==> src/rtl/vga_frame_monitor.sv <==
// vga_frame_monitor: samples a VGA output stream (pixel, syncs, blank) in the
// system clock domain. It recovers pixel coordinates, measures the line and
// frame timing, folds every active pixel into a per-frame checksum and raises
// a sticky flag on any timing mismatch.
// Optional feature macro: VGA_MON_ERRCNT_EN adds a saturating count of frames
// that contained a timing error.
module vga_frame_monitor #(
    parameter int H_TOTAL_EXP  = 800,
    parameter int V_TOTAL_EXP  = 525,
    parameter int H_ACTIVE_EXP = 640,
    parameter int V_ACTIVE_EXP = 480
) (
    input  logic        clk,
    input  logic        reset,
    input  logic [7:0]  VGA_R,
    input  logic [7:0]  VGA_G,
    input  logic [7:0]  VGA_B,
    input  logic        VGA_CLK,
    input  logic        VGA_HS,
    input  logic        VGA_VS,
    input  logic        VGA_BLANK_n,
    input  logic        err_clr,
    output logic        pix_valid,
    output logic [9:0]  pix_col,
    output logic [9:0]  pix_row,
    output logic [23:0] pix_rgb,
    output logic        frame_done,
    output logic [15:0] frame_count,
    output logic [10:0] h_total,
    output logic [9:0]  v_total,
    output logic [9:0]  active_w,
    output logic [9:0]  active_h,
    output logic [31:0] checksum,
    output logic        timing_err,
    output logic [7:0]  err_count
);
    typedef enum logic {ACQUIRE = 1'b0, FRAME = 1'b1} state_t;

    localparam logic [10:0] HCNT_MAX = 11'h7FF;
    localparam logic [9:0]  CNT_MAX  = 10'h3FF;
    localparam logic [10:0] H_TOT_L  = 11'(H_TOTAL_EXP);
    localparam logic [9:0]  V_TOT_L  = 10'(V_TOTAL_EXP);
    localparam logic [9:0]  H_ACT_L  = 10'(H_ACTIVE_EXP);
    localparam logic [9:0]  V_ACT_L  = 10'(V_ACTIVE_EXP);

    function automatic logic [10:0] sat_inc11(input logic [10:0] v);
        return (v == HCNT_MAX) ? v : v + 11'd1;
    endfunction

    function automatic logic [9:0] sat_inc10(input logic [9:0] v);
        return (v == CNT_MAX) ? v : v + 10'd1;
    endfunction

    state_t      state_q, state_d;
    logic        vclk_q, hs_q, vs_q, blank_q;
    logic [10:0] hcnt_q, hcnt_d, h_meas_q, h_meas_d;
    logic [9:0]  vcnt_q, vcnt_d, colcnt_q, colcnt_d, rowcnt_q, rowcnt_d;
    logic [9:0]  width_q, width_d;
    logic [31:0] acc_q, acc_d;
    logic        pix_valid_q, pix_valid_d;
    logic [9:0]  pix_col_q, pix_col_d, pix_row_q, pix_row_d;
    logic [23:0] pix_rgb_q, pix_rgb_d;
    logic        frame_done_q, frame_done_d;
    logic [15:0] frame_count_q, frame_count_d;
    logic [10:0] h_total_q, h_total_d;
    logic [9:0]  v_total_q, v_total_d, active_w_q, active_w_d, active_h_q, active_h_d;
    logic [31:0] checksum_q, checksum_d;
    logic        timing_err_q, timing_err_d;
    logic        err_set;

    // Pixel-clock rising edge and sync/blank edges between consecutive ticks
    logic tick, hs_fall, vs_fall, bl_fall;
    assign tick    = VGA_CLK & ~vclk_q;
    assign hs_fall = tick & hs_q & ~VGA_HS;
    assign vs_fall = tick & vs_q & ~VGA_VS;
    assign bl_fall = tick & blank_q & ~VGA_BLANK_n;

    // Next-state: acquisition, per-tick counting, line end then frame end
    always_comb begin
        state_d       = state_q;
        hcnt_d        = hcnt_q;
        vcnt_d        = vcnt_q;
        colcnt_d      = colcnt_q;
        rowcnt_d      = rowcnt_q;
        h_meas_d      = h_meas_q;
        width_d       = width_q;
        acc_d         = acc_q;
        pix_valid_d   = 1'b0;
        pix_col_d     = pix_col_q;
        pix_row_d     = pix_row_q;
        pix_rgb_d     = pix_rgb_q;
        frame_done_d  = 1'b0;
        frame_count_d = frame_count_q;
        h_total_d     = h_total_q;
        v_total_d     = v_total_q;
        active_w_d    = active_w_q;
        active_h_d    = active_h_q;
        checksum_d    = checksum_q;
        err_set       = 1'b0;
        if (state_q == ACQUIRE) begin
            hcnt_d   = '0;
            vcnt_d   = '0;
            colcnt_d = '0;
            rowcnt_d = '0;
            h_meas_d = '0;
            width_d  = '0;
            acc_d    = '0;
            if (vs_fall) state_d = FRAME;
        end else if (tick) begin
            if (VGA_BLANK_n) begin
                pix_valid_d = 1'b1;
                pix_col_d   = colcnt_q;
                pix_row_d   = rowcnt_q;
                pix_rgb_d   = {VGA_R, VGA_G, VGA_B};
                acc_d       = {acc_q[30:0], acc_q[31]} ^ {8'h00, VGA_R, VGA_G, VGA_B};
                colcnt_d    = sat_inc10(colcnt_q);
                if (colcnt_q >= CNT_MAX - 10'd1) err_set = 1'b1;
            end
            if (bl_fall) begin
                width_d  = colcnt_q;
                colcnt_d = '0;
                rowcnt_d = sat_inc10(rowcnt_q);
                if (colcnt_q != H_ACT_L) err_set = 1'b1;
                if (rowcnt_q >= CNT_MAX - 10'd1) err_set = 1'b1;
            end
            if (hs_fall) begin
                h_meas_d = sat_inc11(hcnt_q);
                hcnt_d   = '0;
                vcnt_d   = sat_inc10(vcnt_q);
                if (vcnt_q >= CNT_MAX - 10'd1) err_set = 1'b1;
            end else begin
                hcnt_d = sat_inc11(hcnt_q);
                if (hcnt_q >= HCNT_MAX - 11'd1) err_set = 1'b1;
            end
            // Frame end sees the line-end results of this same tick
            if (vs_fall) begin
                h_total_d     = h_meas_d;
                v_total_d     = vcnt_d;
                active_w_d    = width_d;
                active_h_d    = rowcnt_d;
                checksum_d    = acc_d;
                frame_done_d  = 1'b1;
                frame_count_d = frame_count_q + 16'd1;
                if (h_total_d != H_TOT_L || v_total_d != V_TOT_L ||
                    active_w_d != H_ACT_L || active_h_d != V_ACT_L) err_set = 1'b1;
                vcnt_d   = '0;
                rowcnt_d = '0;
                colcnt_d = '0;
                acc_d    = '0;
            end
        end
        timing_err_d = err_set | (timing_err_q & ~err_clr);
    end

    // State, sampled inputs, counters and registered outputs
    always_ff @(posedge clk) begin
        if (reset) begin
            state_q       <= ACQUIRE;
            vclk_q        <= 1'b0;
            hs_q          <= 1'b0;
            vs_q          <= 1'b0;
            blank_q       <= 1'b0;
            hcnt_q        <= '0;
            vcnt_q        <= '0;
            colcnt_q      <= '0;
            rowcnt_q      <= '0;
            h_meas_q      <= '0;
            width_q       <= '0;
            acc_q         <= '0;
            pix_valid_q   <= 1'b0;
            pix_col_q     <= '0;
            pix_row_q     <= '0;
            pix_rgb_q     <= '0;
            frame_done_q  <= 1'b0;
            frame_count_q <= '0;
            h_total_q     <= '0;
            v_total_q     <= '0;
            active_w_q    <= '0;
            active_h_q    <= '0;
            checksum_q    <= '0;
            timing_err_q  <= 1'b0;
        end else begin
            state_q       <= state_d;
            vclk_q        <= VGA_CLK;
            if (tick) begin
                hs_q    <= VGA_HS;
                vs_q    <= VGA_VS;
                blank_q <= VGA_BLANK_n;
            end
            hcnt_q        <= hcnt_d;
            vcnt_q        <= vcnt_d;
            colcnt_q      <= colcnt_d;
            rowcnt_q      <= rowcnt_d;
            h_meas_q      <= h_meas_d;
            width_q       <= width_d;
            acc_q         <= acc_d;
            pix_valid_q   <= pix_valid_d;
            pix_col_q     <= pix_col_d;
            pix_row_q     <= pix_row_d;
            pix_rgb_q     <= pix_rgb_d;
            frame_done_q  <= frame_done_d;
            frame_count_q <= frame_count_d;
            h_total_q     <= h_total_d;
            v_total_q     <= v_total_d;
            active_w_q    <= active_w_d;
            active_h_q    <= active_h_d;
            checksum_q    <= checksum_d;
            timing_err_q  <= timing_err_d;
        end
    end

`ifdef VGA_MON_ERRCNT_EN
    logic       bad_q;
    logic [7:0] err_count_q;

    // Count frames that saw any timing error; only reset clears the count
    always_ff @(posedge clk) begin
        if (reset) begin
            bad_q       <= 1'b0;
            err_count_q <= '0;
        end else if (state_q == FRAME && vs_fall) begin
            bad_q <= 1'b0;
            if ((bad_q | err_set) && err_count_q != 8'hFF) err_count_q <= err_count_q + 8'd1;
        end else if (err_set) begin
            bad_q <= 1'b1;
        end
    end

    assign err_count = err_count_q;
`else
    assign err_count = 8'h00;
`endif

    assign pix_valid   = pix_valid_q;
    assign pix_col     = pix_col_q;
    assign pix_row     = pix_row_q;
    assign pix_rgb     = pix_rgb_q;
    assign frame_done  = frame_done_q;
    assign frame_count = frame_count_q;
    assign h_total     = h_total_q;
    assign v_total     = v_total_q;
    assign active_w    = active_w_q;
    assign active_h    = active_h_q;
    assign checksum    = checksum_q;
    assign timing_err  = timing_err_q;
endmodule
==> config.mk <==
export PLATFORM = sky130hd
export DESIGN_NAME = vga_frame_monitor
export DESIGN_NICKNAME = d
export VERILOG_FILES = /design/src/rtl/vga_frame_monitor.sv
export SDC_FILE = /design/constraint.sdc
export NUM_CORES = 1
export LEC_CHECK = 0
export BUFFER_PORTS_ARGS = -buffer_cell sky130_fd_sc_hd__clkbuf_2
export CAP_MARGIN = 20
export CORE_UTILIZATION = 35
export DETAILED_ROUTE_END_ITERATION = 10
export GPL_ROUTABILITY_DRIVEN = 0
export RECOVER_POWER = 100
export SKIP_CTS_REPAIR_TIMING = 1
export SLEW_MARGIN = 20
export SYNTH_ARGS = -nofsm -noshare
export SYNTH_HDL_FRONTEND = slang
export SYNTH_SLANG_ARGS = --single-unit
==> constraint.sdc <==
create_clock -name clk -period 3 [get_ports clk]
set_input_delay 0.75 -clock clk [delete_from_list [all_inputs] [get_ports clk]]
set_output_delay 0.75 -clock clk [all_outputs]
set_load 0.01 [all_outputs]
Word level (Yosys, flattened, before mapping)
Cells that the tools add are included.
{"block": "word_totals", "ff_bits": 235, "wordCells": 108}
{"block": "op_classes", "bitwise_logic": 17, "n_addsub": 5, "muxes": 39, "order_cmp": 4, "reduce_logical": 9, "eq_ne": 10}
{"op": "10-bit two-way mux", "n": 17}
{"op": "32-bit two-way mux", "n": 2}
{"op": "11-bit two-way mux", "n": 5}
{"op": "32-bit by 24-bit bitwise XOR with 32-bit output", "n": 1}
{"op": "10-bit by 1-bit adder with 10-bit output, second input constant", "n": 3}
{"op": "10-bit equality test, second input constant", "n": 3}
{"op": "10-bit greater-or-equal comparator, second input constant", "n": 3}
{"op": "10-bit != test, second input constant", "n": 3}
{"op": "16-bit by 1-bit adder with 16-bit output, second input constant", "n": 1}
{"op": "1-bit two-way mux", "n": 15}
{"op": "11-bit by 1-bit adder with 11-bit output, second input constant", "n": 1}
{"op": "11-bit equality test, second input constant", "n": 1}
{"op": "11-bit greater-or-equal comparator, second input constant", "n": 1}
{"op": "11-bit by 10-bit != test with 1-bit output, second input constant", "n": 1}
{"op": "10-bit by 9-bit != test with 1-bit output, second input constant", "n": 1}
{"op": "3-bit AND reduction", "n": 3}
{"op": "1-bit bitwise AND", "n": 8}
{"op": "1-bit NOT", "n": 7}
{"op": "1-bit logical OR", "n": 3}
{"op": "3-bit != test, second input constant", "n": 1}
{"op": "3-bit nonzero test", "n": 1}
{"op": "3-bit OR reduction", "n": 1}
{"op": "2-bit OR reduction", "n": 1}
{"op": "1-bit bitwise OR", "n": 1}

Longest topological paths before layout
{"block": "logic_depth", "ltp_word": 16, "ltp_mapped": 9}

Worst setup path before layout
OpenSTA, ideal clock, no wires.
{"block": "synth_timing", "path_kind": "input -> register", "startpoint": "input port VGA_BLANK_n", "endpoint": "register timing_err_q, in the netlist timing_err", "t_required_ps": 2870, "setup_slack_ps": 340, "cell_stages": 8, "arrival_time_ps": 2530, "setup_ps": 130, "path_cell_list": "buf_2 > and4bb_2 > and3_1 > a311o_1 > a21oi_1 > or4bb_1 > o41ai_1 > nand3b_1"}
{"block": "synth_between", "elab_chain_cells": 13, "word_cells_on_any_way": 24, "cone_classes": "eq/ne: 2; mux: 17; bitwise: 3; reduce/logical: 2"}
{"item": "from (decl)", "line_no": "21", "source": "input logic VGA_BLANK_n,"}
{"item": "1-bit NOT", "line_no": "76", "source": "assign bl_fall = tick & blank_q & ~VGA_BLANK_n;"}
{"item": "1-bit bitwise AND", "line_no": "76"}
{"item": "10-bit two-way mux", "line_no": "119", "source": "if (bl_fall) begin"}
{"item": "10-bit two-way mux", "line_no": "109", "source": "end else if (tick) begin"}
{"item": "10-bit two-way mux", "line_no": "100", "source": "if (state_q == ACQUIRE) begin"}
{"item": "10-bit != test", "line_no": "145", "source": "active_w_d != H_ACT_L || active_h_d != V_ACT_L) err_set = 1'b1;"}
{"item": "1-bit logical OR", "line_no": "144", "source": "if (h_total_d != H_TOT_L || v_total_d != V_TOT_L ||"}
{"item": "1-bit logical OR", "line_no": "145"}
{"item": "1-bit two-way mux", "line_no": "144"}
{"item": "1-bit two-way mux (*)", "line_no": "136", "source": "if (vs_fall) begin"}
{"item": "1-bit two-way mux (*)", "line_no": "109"}
{"item": "1-bit two-way mux (*)", "line_no": "100"}
{"item": "1-bit bitwise OR (*)", "line_no": "152", "source": "timing_err_d = err_set | (timing_err_q & ~err_clr);"}
{"item": "to (signal assigned)", "line_no": "208", "source": "timing_err_q <= timing_err_d;"}
{"item": "to (decl)", "line_no": "68", "source": "logic timing_err_q, timing_err_d;"}
Mark *: on every way between the ends. The rest lies on a longest branch, timed or not. The select of a mux whose other input is x is not followed.
A chain may end at the register's enable or synchronous reset.

Worst setup path in the final report
{"block": "layout_timing", "startpoint": "register rowcnt_q[3]", "endpoint": "register timing_err_q, in the netlist timing_err"}
{"block": "layout_between", "elab_chain_cells": 12, "word_cells_on_any_way": 19, "cone_classes": "add/sub: 1; order compare: 1; eq/ne: 2; mux: 13; bitwise: 1; reduce/logical: 1"}
{"item": "from (decl)", "line_no": "57", "source": "logic [9:0] vcnt_q, vcnt_d, colcnt_q, colcnt_d, rowcnt_q, rowcnt_d;"}
{"item": "from (signal assigned)", "line_no": "193", "source": "rowcnt_q <= rowcnt_d;"}
{"item": "10-bit by 1-bit adder with 10-bit output or 10-bit equality test (tied branches)", "line_no": "51", "source": "return (v == CNT_MAX) ? v : v + 10'd1;"}
{"item": "10-bit two-way mux", "line_no": "51"}
{"item": "10-bit two-way mux", "line_no": "119"}
{"item": "10-bit two-way mux", "line_no": "109"}
{"item": "10-bit two-way mux", "line_no": "100"}
{"item": "10-bit by 9-bit != test with 1-bit output", "line_no": "145"}
{"item": "1-bit logical OR", "line_no": "145"}
{"item": "1-bit two-way mux", "line_no": "144"}
{"item": "1-bit two-way mux (*)", "line_no": "136"}
{"item": "1-bit two-way mux (*)", "line_no": "109"}
{"item": "1-bit two-way mux (*)", "line_no": "100"}
{"item": "1-bit bitwise OR (*)", "line_no": "152"}
Marks and branches as above.

==> metrics.yaml <==
status:
  outcome: "complete, but fails checks"
  violated_checks: "max-capacitance violations, max-slew violations"
place:
  pre_cts_ws_ps: 73.9
  post-dp-hpwl_um: 18600
  place_inst: 1693
  buffer_ports.inserted: 166
route:
  vias_per_inst: 5.01
  detail_route.first_pass.iterations: 5
  drt_iter0_drc: 486
  vias: 8712
  ant_nets: 0
  drcViolationCount: 0
  route.detailed.wl_per_inst_um: 15.6
  routed_wl_um: 27100
floorplanning:
  core_area_um2: 28000
  initial_utilization_pct: 35.9
  io-pin-count: 175
  placementRows: 61
  die_y_um: 172
  die_area_um2: 29400
  die_width_um: 172
global_route:
  use_met1_pct: 24.9
  groute.layer.met3.usage_pct: 3.98
  grt_first_pass_wirelength_um: 42900
  globalRouteMet2Util_pct: 28.7
  maximum_number_of_pins_on_one_net_before_global_route_repair: 114
  gr-max-usage-layer: "met2"
  global_route.overflow_total: 0
  antenna_found_initial: 2
  via_count_of_the_first_global_routing_pass: 8130
  total_routing_resource_utilization_after_global_routing_pct: 18.2
power:
  p_leak_nw: 4.10
  p_per_area_nw_per_um2: 571
  vdd_ir_drop_max_mv: 0.468
synthesis:
  synth_enable_flop_cells: 0
  ffs_w_async_s_r_synth_pct: 0
  syn-cell-area_um2: 10100
  yosysTopAreaCellShare_pct: 46.7
  synth.ff_latch_count: 235
  count_of_different_cell_masters_after_synthesis: 64
  yosys_warnings: 0
  synth.yosys.seq_area_share_pct: 46.7
  yosysTopAreaCell: "dfxtp_1"
  ys.flop_type: "dfxtp_1"
  synth_common_cells: "245 x nor2_1, 235 x dfxtp_1, 131 x a21oi_1"
  synth.top_cells.by_area: "dfxtp_1 47%, nor2_1 9.1%, a21oi_1 6.5%, nand2_1 3.7%, nand2b_1 3.2%"
  post_synth_inst_count: 1199
  yosys.cell_count.top_type: "nor2_1"
  post_synth.cell_area_avg_um2: 8.40
finish:
  finish.net_count: 1385
  diodes: 0
  area_growth_pct: 19.5
  layout-drive-gt1-share_pct: 8.74
  instances_no_fill: 1740
clock_tree:
  clock_latency_ps: 530
  clock_tree.root_cell: "clkbuf_16"
  clk_pin_slew_ps: 60
  tritoncts_clock_tree: "built"
  ctsLongestPathBuffers: 3
  htree_depth: 1
  cts.sink_count: 235
  tritoncts_buffer_count: 27
critical_path:
  path_max_fanout: 9
  crit_end_element: "register"
  setup_cp_type: "reg2reg"
  required_ps: 3400
  critical_path.startpoint_type: "register"
  worstPathArrival_ps: 3150
sta:
  slew_headroom_pct: -45.6
  final.period_utilization_pct: 91.5
  finalCriticalPeriod_ps: 2750
  fin_skew_ps: 7.19
  achievable-frequency_mhz: 364
  worst_slew_pin_slew_ps: 2180
  finalSetupViolations: 0
  timing.final.max_slew_violations: 114
  unrepaired_setup_endpoints_after_global_routing: "false"
  final.setup.tns_ps: 0
  final_hold_slack_ps: 454
  setup_slack_ps: 254
  finalHoldViolCount: 0
flow_run:
  drv_cap: 1
hold_path:
  hold_path.class: "reg2reg"
-- power breakdown --
part	leakage [nW]	internal, mW	switching (mW)
sequential	1.89	3.13	0.00685
combinational	1.74	0.0791	0.153
clock	0.471	2.21	1.30
total	4.10	5.41	1.46
-- layout make-up --
cell class | count | area [µm²]
fill | 2924 | 16000
clock buffer | 40 | 815
clock inverter | 7 | 143
inverter | 12 | 45.0
multi-input combinational | 865 | 4930
tap | 378 | 473
sequential | 235 | 4700
timing repair buffer | 203 | 918
-- cell usage in the layout, fill, tap and decap left out, drive strengths merged, types with 8 or more instances in the layout --
master,netlist,routed
xnor2,36,36
buf,25,27
ha,10,10
a21oi,131,131
inv,12,12
mux2i,31,31
nor3,13,13
conb,1,8
nand2,98,98
dfxtp,235,235
nand2b,51,51
nand4,22,22
and3,9,9
nand3,27,27
a22oi,34,34
nor2,245,245
or3,8,8
a211oi,37,37
clkbuf,69,216
xor2,22,22
o21ai,18,18
-- path summary, 6_finish.rpt --
kind,start,endpoint,slack [ps],cells after the start
setup reg to reg,rowcnt_q[3],timing_err,250,7
setup / recovery,rowcnt_q[3],timing_err,250,7
hold / removal,checksum[11],checksum[11],450,2
hold reg to reg,checksum[11],checksum[11],450,2
-- per-stage QoR --
stage / instance area [µm²] / util, % / power (mW)
after global routing: 12000 / 42.9 / 7.10
after detailed placement: 11300 / 40.4 / 3.45
after global placement: 11300 / 40.4 / 3.44
after floorplan: 10100 / - / 3.37
final: 12000 / 42.9 / 6.87
after CTS: 12300 / 43.8 / 6.97
-- critical path, cell delays in order (launching register included) --
cell and delay (ps):
dfxtp_1 550, and4_1 370, nand4_1 230, a311o_1 420
a21oi_1 130, or4bb_1 500, o41ai_1 300, nand3b_1 110
-- cells by family after synthesis --
family / after synthesis / share of synthesized area (%)
simple gates: 507 / 23.7
compound gates: 251 / 15.5
flops: 235 / 46.7
buf+inv: 106 / 4.66
xor+xnor: 58 / 5.05
mux: 31 / 3.08
fa+ha+maj: 10 / 1.24
other cells: 1 / 0.0373
-- metal layers --
| metal | part of all wire [%] | wire [µm] | vias up |
|---|---|---|---|
| li1 | - | - | 4397 |
| met3 | 7.1 | 1910 | 45 |
| met5 | 0.048 | 13 | - |
| met4 | 2.2 | 591 | 2 |
| met1 | 46 | 12600 | 4007 |
| met2 | 44 | 12000 | 261 |
-- sequential cells by signal, indices dropped and copies added, names as in the netlist, 11 cells and up --
signal,flops
frame_count,16
checksum,32
h_meas_q,11
hcnt_q,11
pix_rgb,24
acc_q,32
h_total,11
(Power assumes the default switching activity.)
